[src/rtl/rgb_led_pwm_pkg.sv]
// Shared register map, CTRL field positions and the CTRL register layout
// for the RGB LED PWM brightness controller.
package rgb_led_pwm_pkg;

  // Byte offsets within the device window (only addr[7:2] is decoded)
  localparam logic [7:0] DUTY_BASE     = 8'h00;
  localparam logic [7:0] CTRL_OFFSET   = 8'h40;
  localparam logic [7:0] STATUS_OFFSET = 8'h44;

  // CTRL bit positions
  localparam int CTRL_EN_BIT    = 0;
  localparam int CTRL_PRESC_LSB = 16;

  // CTRL register contents
  typedef struct packed {
    logic [15:0] prescale;
    logic        enable;
  } ctrl_t;

endpackage

[src/rtl/rgb_led_pwm_timebase.sv]
// Shared PWM timebase: prescaler, period counter and tick/wrap strobes.
// Both counters are held at zero while disabled so every enable starts a
// fresh period from count 0.
module pwm_timebase #(
  parameter int DutyWidth     = 8,
  parameter int PrescaleWidth = 16
) (
  input  logic                     clk,
  input  logic                     rst,
  input  logic                     enable,
  input  logic [PrescaleWidth-1:0] prescale,
  output logic                     tick,
  output logic                     wrap,
  output logic [DutyWidth-1:0]     period_cnt
);

  logic [PrescaleWidth-1:0] presc_cnt;

  // >= rather than == so lowering prescale below the running count
  // produces an immediate tick instead of a long overrun.
  assign tick = enable && (presc_cnt >= prescale);
  assign wrap = tick && (period_cnt == {DutyWidth{1'b1}});

  // Prescaler: counts clocks between ticks, cleared on tick or when idle
  always_ff @(posedge clk) begin
    if (rst || !enable || tick) begin
      presc_cnt <= '0;
    end else begin
      presc_cnt <= presc_cnt + 1'b1;
    end
  end

  // Period counter: advances once per tick, wraps naturally at 2^DutyWidth
  always_ff @(posedge clk) begin
    if (rst || !enable) begin
      period_cnt <= '0;
    end else if (tick) begin
      period_cnt <= period_cnt + 1'b1;
    end
  end

endmodule

[src/rtl/rgb_led_pwm.sv]
// RGB LED brightness controller: bus-programmable per-channel duty with
// period-boundary double buffering, gated by the GPO on/off bits.
//
// Bus handshake: device_req_i is a single-cycle request that is always
// accepted (no ready/stall). Exactly one cycle later device_rvalid_o pulses
// for both reads and writes; device_rdata_o carries read data in that cycle
// and is 0 in every other cycle (including write responses). A request
// sampled together with reset is dropped and produces no response.
module rgb_led_pwm
  import rgb_led_pwm_pkg::*;
#(
  parameter int          NumChannels     = 12,
  parameter int          DutyWidth       = 8,
  parameter int          PrescaleWidth   = 16,
  parameter logic [15:0] DefaultPrescale = 16'd195
) (
  input  logic                   clk_sys_i,
  input  logic                   rst_sys_i,
  input  logic                   device_req_i,
  input  logic [31:0]            device_addr_i,
  input  logic                   device_we_i,
  input  logic [3:0]             device_be_i,
  input  logic [31:0]            device_wdata_i,
  output logic                   device_rvalid_o,
  output logic [31:0]            device_rdata_o,
  input  logic [NumChannels-1:0] gp_en_i,
  output logic [NumChannels-1:0] pwm_o
);

  logic [DutyWidth-1:0] duty_q   [NumChannels];
  logic [DutyWidth-1:0] shadow_q [NumChannels];
  ctrl_t                ctrl_q;

  logic                 tick;
  logic                 wrap;
  logic [DutyWidth-1:0] period_cnt;

  logic [7:0]  reg_off;
  logic [5:0]  duty_idx;
  logic        duty_hit;
  logic        wr_en;
  logic [31:0] rdata_next;
  logic        unused;

  assign reg_off  = {device_addr_i[7:2], 2'b00};
  assign duty_idx = device_addr_i[7:2] - DUTY_BASE[7:2];
  assign duty_hit = duty_idx < 6'(NumChannels);
  assign wr_en    = device_req_i && device_we_i;

  // Address bits outside [7:2], be[1] and wdata[15:8] select nothing
  assign unused = ^{device_addr_i[31:8], device_addr_i[1:0], device_be_i[1],
                    device_wdata_i[15:8], tick};

  pwm_timebase #(
    .DutyWidth    (DutyWidth),
    .PrescaleWidth(PrescaleWidth)
  ) u_timebase (
    .clk       (clk_sys_i),
    .rst       (rst_sys_i),
    .enable    (ctrl_q.enable),
    .prescale  (ctrl_q.prescale),
    .tick      (tick),
    .wrap      (wrap),
    .period_cnt(period_cnt)
  );

  // DUTY registers: low byte only, written when be[0] is set
  always_ff @(posedge clk_sys_i) begin
    for (int c = 0; c < NumChannels; c++) begin
      if (rst_sys_i) begin
        duty_q[c] <= '0;
      end else if (wr_en && duty_hit && device_be_i[0] && (duty_idx == 6'(c))) begin
        duty_q[c] <= device_wdata_i[DutyWidth-1:0];
      end
    end
  end

  // Shadow duty: follows DUTY while idle, otherwise reloads only at wrap so
  // a running period never sees a half-applied update.
  always_ff @(posedge clk_sys_i) begin
    for (int c = 0; c < NumChannels; c++) begin
      if (rst_sys_i) begin
        shadow_q[c] <= '0;
      end else if (!ctrl_q.enable || wrap) begin
        shadow_q[c] <= duty_q[c];
      end
    end
  end

  // CTRL register: enable on byte 0, prescale on bytes 2 and 3
  always_ff @(posedge clk_sys_i) begin
    if (rst_sys_i) begin
      ctrl_q <= '{prescale: DefaultPrescale, enable: 1'b0};
    end else if (wr_en && (reg_off == CTRL_OFFSET)) begin
      if (device_be_i[0]) ctrl_q.enable         <= device_wdata_i[CTRL_EN_BIT];
      if (device_be_i[2]) ctrl_q.prescale[7:0]  <= device_wdata_i[CTRL_PRESC_LSB +: 8];
      if (device_be_i[3]) ctrl_q.prescale[15:8] <= device_wdata_i[CTRL_PRESC_LSB+8 +: 8];
    end
  end

  // Read mux; unmapped offsets read as zero
  always_comb begin
    rdata_next = '0;
    if (duty_hit) begin
      for (int c = 0; c < NumChannels; c++) begin
        if (duty_idx == 6'(c)) rdata_next[DutyWidth-1:0] = duty_q[c];
      end
    end else if (reg_off == CTRL_OFFSET) begin
      rdata_next[CTRL_EN_BIT]             = ctrl_q.enable;
      rdata_next[CTRL_PRESC_LSB +: 16]    = ctrl_q.prescale;
    end else if (reg_off == STATUS_OFFSET) begin
      rdata_next[DutyWidth-1:0]           = period_cnt;
    end
  end

  // Bus response: rvalid one cycle after every request, data only for reads
  always_ff @(posedge clk_sys_i) begin
    if (rst_sys_i) begin
      device_rvalid_o <= 1'b0;
      device_rdata_o  <= '0;
    end else begin
      device_rvalid_o <= device_req_i;
      device_rdata_o  <= (device_req_i && !device_we_i) ? rdata_next : '0;
    end
  end

  // Per-channel comparators, registered onto the pins
  always_ff @(posedge clk_sys_i) begin
    if (rst_sys_i) begin
      pwm_o <= '0;
    end else begin
      for (int c = 0; c < NumChannels; c++) begin
        pwm_o[c] <= ctrl_q.enable & gp_en_i[c] & (period_cnt < shadow_q[c]);
      end
    end
  end

endmodule

[config.mk]
export PLATFORM = sky130hd
export DESIGN_NAME = rgb_led_pwm
export DESIGN_NICKNAME = d
export VERILOG_FILES = /design/src/rtl/rgb_led_pwm_pkg.sv /design/src/rtl/rgb_led_pwm_timebase.sv /design/src/rtl/rgb_led_pwm.sv
export SDC_FILE = /design/constraint.sdc
export NUM_CORES = 1
export LEC_CHECK = 0
export ABC_AREA = 0
export BUFFER_PORTS_ARGS = -buffer_cell sky130_fd_sc_hd__buf_2
export CORE_AREA = 4 4 179 181
export DETAILED_ROUTE_END_ITERATION = 10
export DIE_AREA = 0 0 183 185
export GPL_ROUTABILITY_DRIVEN = 0
export PLACE_DENSITY_LB_ADDON = 0.3
export SETUP_SLACK_MARGIN = 0.3
export SLEW_MARGIN = 10
export SYNTH_ARGS = -nofsm -noshare
export SYNTH_HDL_FRONTEND = slang
export SYNTH_SLANG_ARGS = --single-unit
[constraint.sdc]
create_clock -name clk_sys_i -period 13.82 [get_ports clk_sys_i]
set_input_delay 0.691 -clock clk_sys_i [delete_from_list [all_inputs] [get_ports clk_sys_i]]
set_output_delay 0.691 -clock clk_sys_i [all_outputs]
set_load 0.005 [all_outputs]
==> results of run 1 <==
[registers in the layout (all words and copies together), names as in the netlist]
name and flops:
device_rvalid_o 1, u_timebase.period_cnt 8, duty_q 96, u_timebase.presc_cnt 16
ctrl_q 17, device_rdata_o 24, shadow_q 96, pwm_o 12
[final cells by class]
type	instances	area, µm²	area share
sequential	270	7330	0.466
tap	396	495	0.0315
clock buffer	40	820	0.0522
clock inverter	13	90.1	0.00573
timing repair buffer	98	523	0.0333
multi-input combinational	813	6030	0.384
inverter	112	420	0.0268
[report_power, final]
group	total (mW)	switching [mW]	internal, mW
Combinational	0.107	0.0647	0.0418
Sequential	0.913	0.0171	0.895
Clock	0.741	0.309	0.432
[synth_stat cells, types with 5 or more instances]
cell and count:
xnor2_1 7, a22oi_1 5, clkbuf_1 24, nor2b_1 72, edfxtp_1 192, nand3_1 28
nor3_4 7, buf_2 20, nand4_1 11, a21oi_1 37, nor2b_4 40, xor2_1 8
nor3_1 23, nand4b_1 12, o22ai_1 5, dfxtp_1 78, nand2b_1 15, nand2_1 39
mux2i_1 30, buf_4 8, a211oi_1 15, or3_1 7, ha_1 102, nor2_1 94
and3_1 29, o21ai_0 41, inv_1 111, a21o_1 14, and2_1 101
[critical path: stages, from the launching register on]
cell	delay, ps
dfxtp_1	340
inv_1	50
ha_1	300
a21o_1	180
a2111oi_0	380
o21ai_1	190
a22oi_2	480
o41a_4	800
buf_4	820
nor2b_1	90
[per-stage QoR]
step / power, mW / util / worst slack, ps / cell area (µm²) / cells
floorplan: 0.999 / - / 4630 / 14100 / 1256
global placement: 1.03 / 0.486 / 9870 / 14800 / 1689
detailed placement: 1.04 / 0.486 / 9760 / 14800 / 1689
CTS: 1.77 / 0.516 / 9730 / 15700 / 1742
global route: 1.83 / 0.516 / 9460 / 15700 / 1742
finish: 1.76 / 0.516 / 9810 / 15700 / 1742
[how the worst max path moves through the flow]
| stage | startpoint | to | depth (start not counted) |
|---|---|---|---|
| after floorplan | ctrl_q[10] | shadow_q[0][0] | 8 |
| after global placement | ctrl_q[5] | shadow_q[1][20] | 9 |
| after detailed placement | ctrl_q[5] | shadow_q[1][15] | 9 |
| after CTS | ctrl_q[5] | shadow_q[1][15] | 9 |
| after global routing | ctrl_q[5] | shadow_q[1][22] | 9 |
| final | ctrl_q[5] | shadow_q[2][31] | 9 |
[cells by family (layout without fill, tap and decap cells)]
family,count (synthesis),in the layout,synth area share
XOR/XNOR,15,15,0.00932
adder cells (fa/ha/maj),102,102,0.0905
other,1,8,0.000266
AO/OA/AOI/OAI,155,155,0.0712
multiplexers,36,36,0.0277
AND/OR/NAND/NOR,497,497,0.226
flip-flops,270,270,0.520
buffers and inverters,173,263,0.0556
[routing by layer]
metal	vias up	wire (µm)	GRT usage
met5	-	0	0
met4	0	935	0.0587
met3	59	2260	0.0291
met2	285	15600	0.317
met1	4603	15300	0.290
li1	4497	-	-
==> results.cfg, run 1 <==
[floorplanning]
rows = 64
design.die.area_um2 = 33900
start_util = 0.463
io_pins = 129
coreArea_um2 = 30400
die_h_um = 185
chipWidth_um = 183

[sta]
finClkSkew_ps = 15.3
setup_viol = 0
slew-limit-headroom = 0.267
worst_pin_slew_ps = 1100
slew_violations = 0
fin_hold_ws_ps = 396
grt_setup_unrepaired = false
hold_viol_final = 0
final.period_utilization = 0.290
fin_crit_ps = 4010
max_freq_mhz = 250
finalSetupTns_ps = 0

[place]
dp_hpwl_um = 23100
port_buffers = 85

[layout]
drive_gt1_frac = 0.156
mostFrequentLayoutCells = 192 x edfxtp_1, 111 x inv_1, 102 x ha_1, 101 x and2_1, 94 x nor2_1
fillers = 2694
areaGrowthSynthToFinish_pct = 11.4
insertedDiodeCount = 0
final_nets = 1510
layout_commonest_cell = edfxtp_1

[setup_path]
end_kind = register
r2r_start = ctrl_q[5]
rr_worst_depth = 9
r2r_end = shadow_q[2][31]
arrival_ps = 4260
cp_max_fo = 49
cp-start-kind = register
required_ps = 14080
r2r_slack_ps = 9810
worst-setup-path-type = register to register

[grt]
grt_pass1_vias = 9129
grtUsageTotal = 0.201
antenna_found_initial = 1
grt_pass1_wl_um = 52400
gr-total-overflow = 0
grt_max_degree = 50

[yosys]
ys_top_cells_by_area = edfxtp_1 41%, dfxtp_1 11%, ha_1 9.0%
synth_seq_cells = 270
yosysUniqueCellTypes = 70
avgSynthCellArea_um2 = 11.3
synth_top_area_frac = 0.409
yosysWarnings = 0
synthArstFlopShare = 0
synth_edf_count = 192
yosysSeqAreaShare = 0.520
synth_flop_cell = edfxtp_1
netlist_area_um2 = 14100
synth_area_leader_cell = edfxtp_1
synthCells = 1249

[clock_network]
cts_tree = done
clk_latency_ps = 540
cts.path.max_buffers = 3
path_clk_slew_ps = 60
htreeDepth = 1
post_cts_buffers = 0
cts_made_buffers = 29
cts_num_sinks = 270
cts_resized = 0
hold_buffers = 0
root_buffer = clkbuf_16

[routing]
drtAntennaViolNets = 0
wirelength_um = 34100
drt_pass1_iterations = 5
vias_per_cell = 5.42
wl_per_cell_um = 19.6
drtIter0Drc = 663
vias = 9444
post-route-drc-count = 0

[run_status]
status = completed

[hold_path]
hold_class = input port to register
holdPathEnd = ctrl_q[12]
min_path_cells = 3
min_from = device_wdata_i[27]

[job]
max_cap_violations = 0

[power_and_ir_drop]
power_leakage_nw = 6.63
powerDensity_nw_per_um2 = 112
ir_drop_mv = 0.117
Note: power is estimated with default switching activity, not from simulation.
==> inputs of run 2 (changes only) <==
clock period = 4.2 ns   (was 13.82 ns; I/O delays follow)
==> results.cfg, run 2 (synthesis gave the netlist of run 1 again) <==
[layout]
multi_input_comb_area_um2 = 6070
final_nets = 1544
areaGrowthSynthToFinish_pct = 14.7
insertedDiodeCount = 0
drive_gt1_frac = 0.164
reg_top3 = duty_q x96, shadow_q x96, device_rdata_o x24
mostFrequentLayoutCells = 192 x edfxtp_1, 109 x inv_1, 101 x and2_1, 100 x ha_1, 94 x nor2_1
layout_commonest_cell = edfxtp_1
fillers = 2626
seq_area_um2 = 7330

[clock_network]
hold_buffers = 27
clk_latency_ps = 560
post_cts_buffers = 0
cts_num_sinks = 270
path_clk_slew_ps = 60
cts_resized = 0
cts_tree = done
cts.path.max_buffers = 3
htreeDepth = 1
cts_made_buffers = 30
root_buffer = clkbuf_16

[power_and_ir_drop]
intPower_mw = 4.69
clkPwrFrac = 0.438
ir_drop_mv = 0.324
totalPowerFinal_mw = 6.01
power_leakage_nw = 6.83
powerDensity_nw_per_um2 = 372
power_switching_mw = 1.33
switching_share = 0.221
pwr-share-comb = 0.063
seq_power_share = 0.499

[setup_path]
slowest_delay_ps = 370
r2r_slack_ps = 1360
end_kind = register
required_ps = 4490
worst-setup-path-type = register to register
cp-start-kind = register
cp_cell_sequence = inv_1 -> ha_1 -> a21o_1 -> a2111oi_0 -> o21ai_1 -> a22oi_2 -> buf_4 -> o41a_4 -> buf_12 -> nor2b_1
cp_max_fo = 29
arrival_ps = 3140
worst_path_max_delay_cell = a2111oi_0

[place]
port_buffers = 85
dp_hpwl_um = 23700

[floorplanning]
die_h_um = 185
rows = 64
io_pins = 129
coreArea_um2 = 30400
design.die.area_um2 = 33900
chipWidth_um = 183
start_util = 0.463

[grt]
grtUsageTotal = 0.201
grt_pass1_wl_um = 52700
gr-total-overflow = 0
antenna_found_initial = 0
grt_max_degree = 97
grt_pass1_vias = 9213

[sta]
hold_viol_final = 0
max_freq_mhz = 352
fin_hold_ws_ps = 32.8
slew-limit-headroom = 0.390
final.period_utilization = 0.677
fin_crit_ps = 2840
worst_pin_slew_ps = 907
finClkSkew_ps = 21.2
grt_setup_unrepaired = false
finalSetupTns_ps = 0
setup_viol = 0
slew_violations = 0

[routing]
vias = 9622
post-route-drc-count = 0
drtIter0Drc = 745
drt_pass1_iterations = 5
drtAntennaViolNets = 0
vias_per_cell = 5.41
wirelength_um = 34600
wl_per_cell_um = 19.4

[job]
max_cap_violations = 0

[hold_path]
hold_class = input port to register

[run_status]
status = completed
run 2: critical path, delay by kind of cell (launching register included):
family	cells	cell delay, ps
AO/OA/AOI/OAI	5	1230
buffers and inverters	3	600
flip-flops	1	340
adder cells (fa/ha/maj)	1	300
AND/OR/NAND/NOR	1	90
run 2: power by group through the flow:
stage / Clock, mW / Combinational, mW / Sequential [mW]
after floorplan: 0 / 0.263 / 3.03
final: 2.64 / 0.377 / 3.00
after detailed placement: 0 / 0.353 / 3.06
after global placement: 0 / 0.344 / 3.06
after global routing: 2.79 / 0.412 / 3.01
after CTS: 2.69 / 0.374 / 3.00
run 2: through the flow:
step	area (µm²)	worst slack, ps	utilization	instances
after floorplan	14200	-69.1	-	1256
after global placement	14900	1400	0.490	1695
after detailed placement	14900	1330	0.490	1695
after CTS	16200	1330	0.532	1777
after global routing	16200	1160	0.532	1777
final	16200	1360	0.532	1777
run 2: final cells by class:
cell class	instances	share of cell area
clock inverter	20	0.0124
inverter	112	0.0260
clock buffer	35	0.0489
multi-input combinational	813	0.375
sequential	270	0.453
timing repair buffer	131	0.0541
tap	396	0.0306
run 2: path summary, 6_finish.rpt:
check                               start                      end  depth (start not counted)
setup / recovery                ctrl_q[5]          shadow_q[2][31]                         10
setup reg to reg                ctrl_q[5]          shadow_q[2][31]                         10
hold / removal         device_wdata_i[17]                ctrl_q[2]                          4
hold reg to reg   u_timebase.presc_cnt[0]  u_timebase.presc_cnt[0]                          1
run 2: per-layer routing:
| layer | vias up | part of all wire | GRT usage |
|---|---|---|---|
| met5 | - | 0 | 0 |
| met4 | 0 | 0.033 | 0.0596 |
| met3 | 75 | 0.068 | 0.0353 |
| met2 | 359 | 0.47 | 0.335 |
| met1 | 4622 | 0.43 | 0.271 |
| li1 | 4566 | - | - |
==> inputs of run 3 (changes only) <==
clock period = 2.4 ns   (was 4.2 ns; I/O delays follow)
==> results.cfg, run 3 (synthesis gave the netlist of run 1 again) <==
[run_status]
status = completed

[grt]
grt_pass1_wl_um = 55900
antenna_found_initial = 2
grt_pass1_vias = 10000
grtUsageTotal = 0.213
gr-total-overflow = 0
grt_max_degree = 44

[setup_path]
arrival_ps = 2600
required_ps = 2650
cp_max_fo = 7
cp-start-kind = register
end_kind = register
worst-setup-path-type = register to register

[hold_path]
hold_class = input port to register

[place]
dp_hpwl_um = 24500
dpl.cell_count = 1744
port_buffers = 85

[job]
max_cap_violations = 0

[routing]
vias_per_cell = 5.44
wl_per_cell_um = 20.6
drtAntennaViolNets = 0
drtIter0Drc = 878
post-route-drc-count = 0
drt_pass1_iterations = 5
vias = 10100
dr.max_layer_used = met5
wl_met2_um = 18700
wl_met3_um = 2550
wirelength_um = 38300
drt-met1-wl_um = 15700

[floorplanning]
die_h_um = 185
coreArea_um2 = 30400
rows = 64
chipWidth_um = 183
start_util = 0.463
design.die.area_um2 = 33900
io_pins = 129

[sta]
hold_viol_final = 0
max_freq_mhz = 425
finClkSkew_ps = 29.4
setup_viol = 0
fin_crit_ps = 2350
slew-limit-headroom = 0.647
fin_hold_ws_ps = 31.7
final.period_utilization = 0.981
slew_violations = 0
worst_pin_slew_ps = 526
finalSetupTns_ps = 0
grt_setup_unrepaired = true

[clock_network]
cts_tree = done
path_clk_slew_ps = 60
htreeDepth = 1
clk_latency_ps = 560
root_buffer = clkbuf_16
cts_made_buffers = 29
cts.path.max_buffers = 3
cts_num_sinks = 270

[layout]
seq_area_um2 = 7340
fillers = 2433
multi_input_comb_area_um2 = 6470
final_nets = 1626
layout_commonest_cell = edfxtp_1
instances_no_fill = 1859
reg_top3 = duty_q x96, shadow_q x96, device_rdata_o x24
mostFrequentLayoutCells = 192 x edfxtp_1, 105 x inv_1, 101 x and2_1, 94 x nor2_1, 93 x ha_1
drive_gt1_frac = 0.252
areaGrowthSynthToFinish_pct = 25.1

[power_and_ir_drop]
ir_drop_mv = 0.507
powerDensity_nw_per_um2 = 595
power_leakage_nw = 7.60
## run 3: cell count changes in the layout (fill, tap and decap cells not counted), moves of 5 or more
cell and change:
nor2b_4 +30, clkbuf_16 +8, ha_1 -7, dfxtp_2 +8, nor2b_1 -32, ha_4 +7
dfxtp_1 -8, buf_4 +49, buf_16 +12, a21oi_2 +5, clkbuf_8 +5, a21oi_1 -6
## run 3: critical path, stage by stage, from the launching register on
cell	delay, ps
dfxtp_2	340
inv_2	50
ha_4	260
nand4_1	140
a211oi_2	260
and2_1	170
a22oi_2	60
buf_4	160
o31ai_4	170
buf_6	200
buf_12	130
buf_16	120
## run 3: power breakdown
group	internal (mW)	total (mW)	switching [mW]
Combinational	0.396	0.839	0.442
Clock	2.59	4.40	1.81
Sequential	5.16	5.25	0.0969
Total	8.14	10.5	2.35
## run 3: per-stage QoR
step | util | setup slack (ps) | power (mW) | area [µm²]
6_report | 0.580 | 45.3 | 10.5 | 17600
5_1_grt | 0.580 | -35.9 | 10.8 | 17600
4_1_cts | 0.561 | 6.51 | 10.4 | 17100
3_5_place_dp | 0.504 | -101 | 5.99 | 15300
3_3_place_gp | 0.504 | -25.0 | 5.98 | 15300
2_1_floorplan | - | -1870 | 5.76 | 14200
## run 3: area by class of cell
class	count	area share
antenna	1	0.000142
clock buffer	42	0.0467
clock inverter	11	0.00624
inverter	112	0.0238
multi-input combinational	813	0.367
sequential	270	0.416
tap	396	0.0281
timing repair buffer	214	0.112
## run 3: path summary, 6_finish.rpt
check               start  cells after the start  slack (ps)              end
max            ctrl_q[10]                     11          50  shadow_q[0][15]
min          device_req_i                      4          30        ctrl_q[0]
max reg2reg    ctrl_q[10]                     11          50  shadow_q[0][15]
min reg2reg     ctrl_q[8]                      1         490        ctrl_q[8]
## run 3: timing repair
action	in CTS	in global routing
setup endpoints to repair	212	216
resized for setup	42	61
hold buffers	31	0
hold endpoints to repair	30	0
pin swaps	6	14
buffers inserted	8	2
cloned	8	12
## run 3: metal layers
layer	global-route usage	vias to the layer above
met3	0.0297	96
met4	0.0772	2
li1	-	4727
met5	0	-
met2	0.366	354
met1	0.277	4941
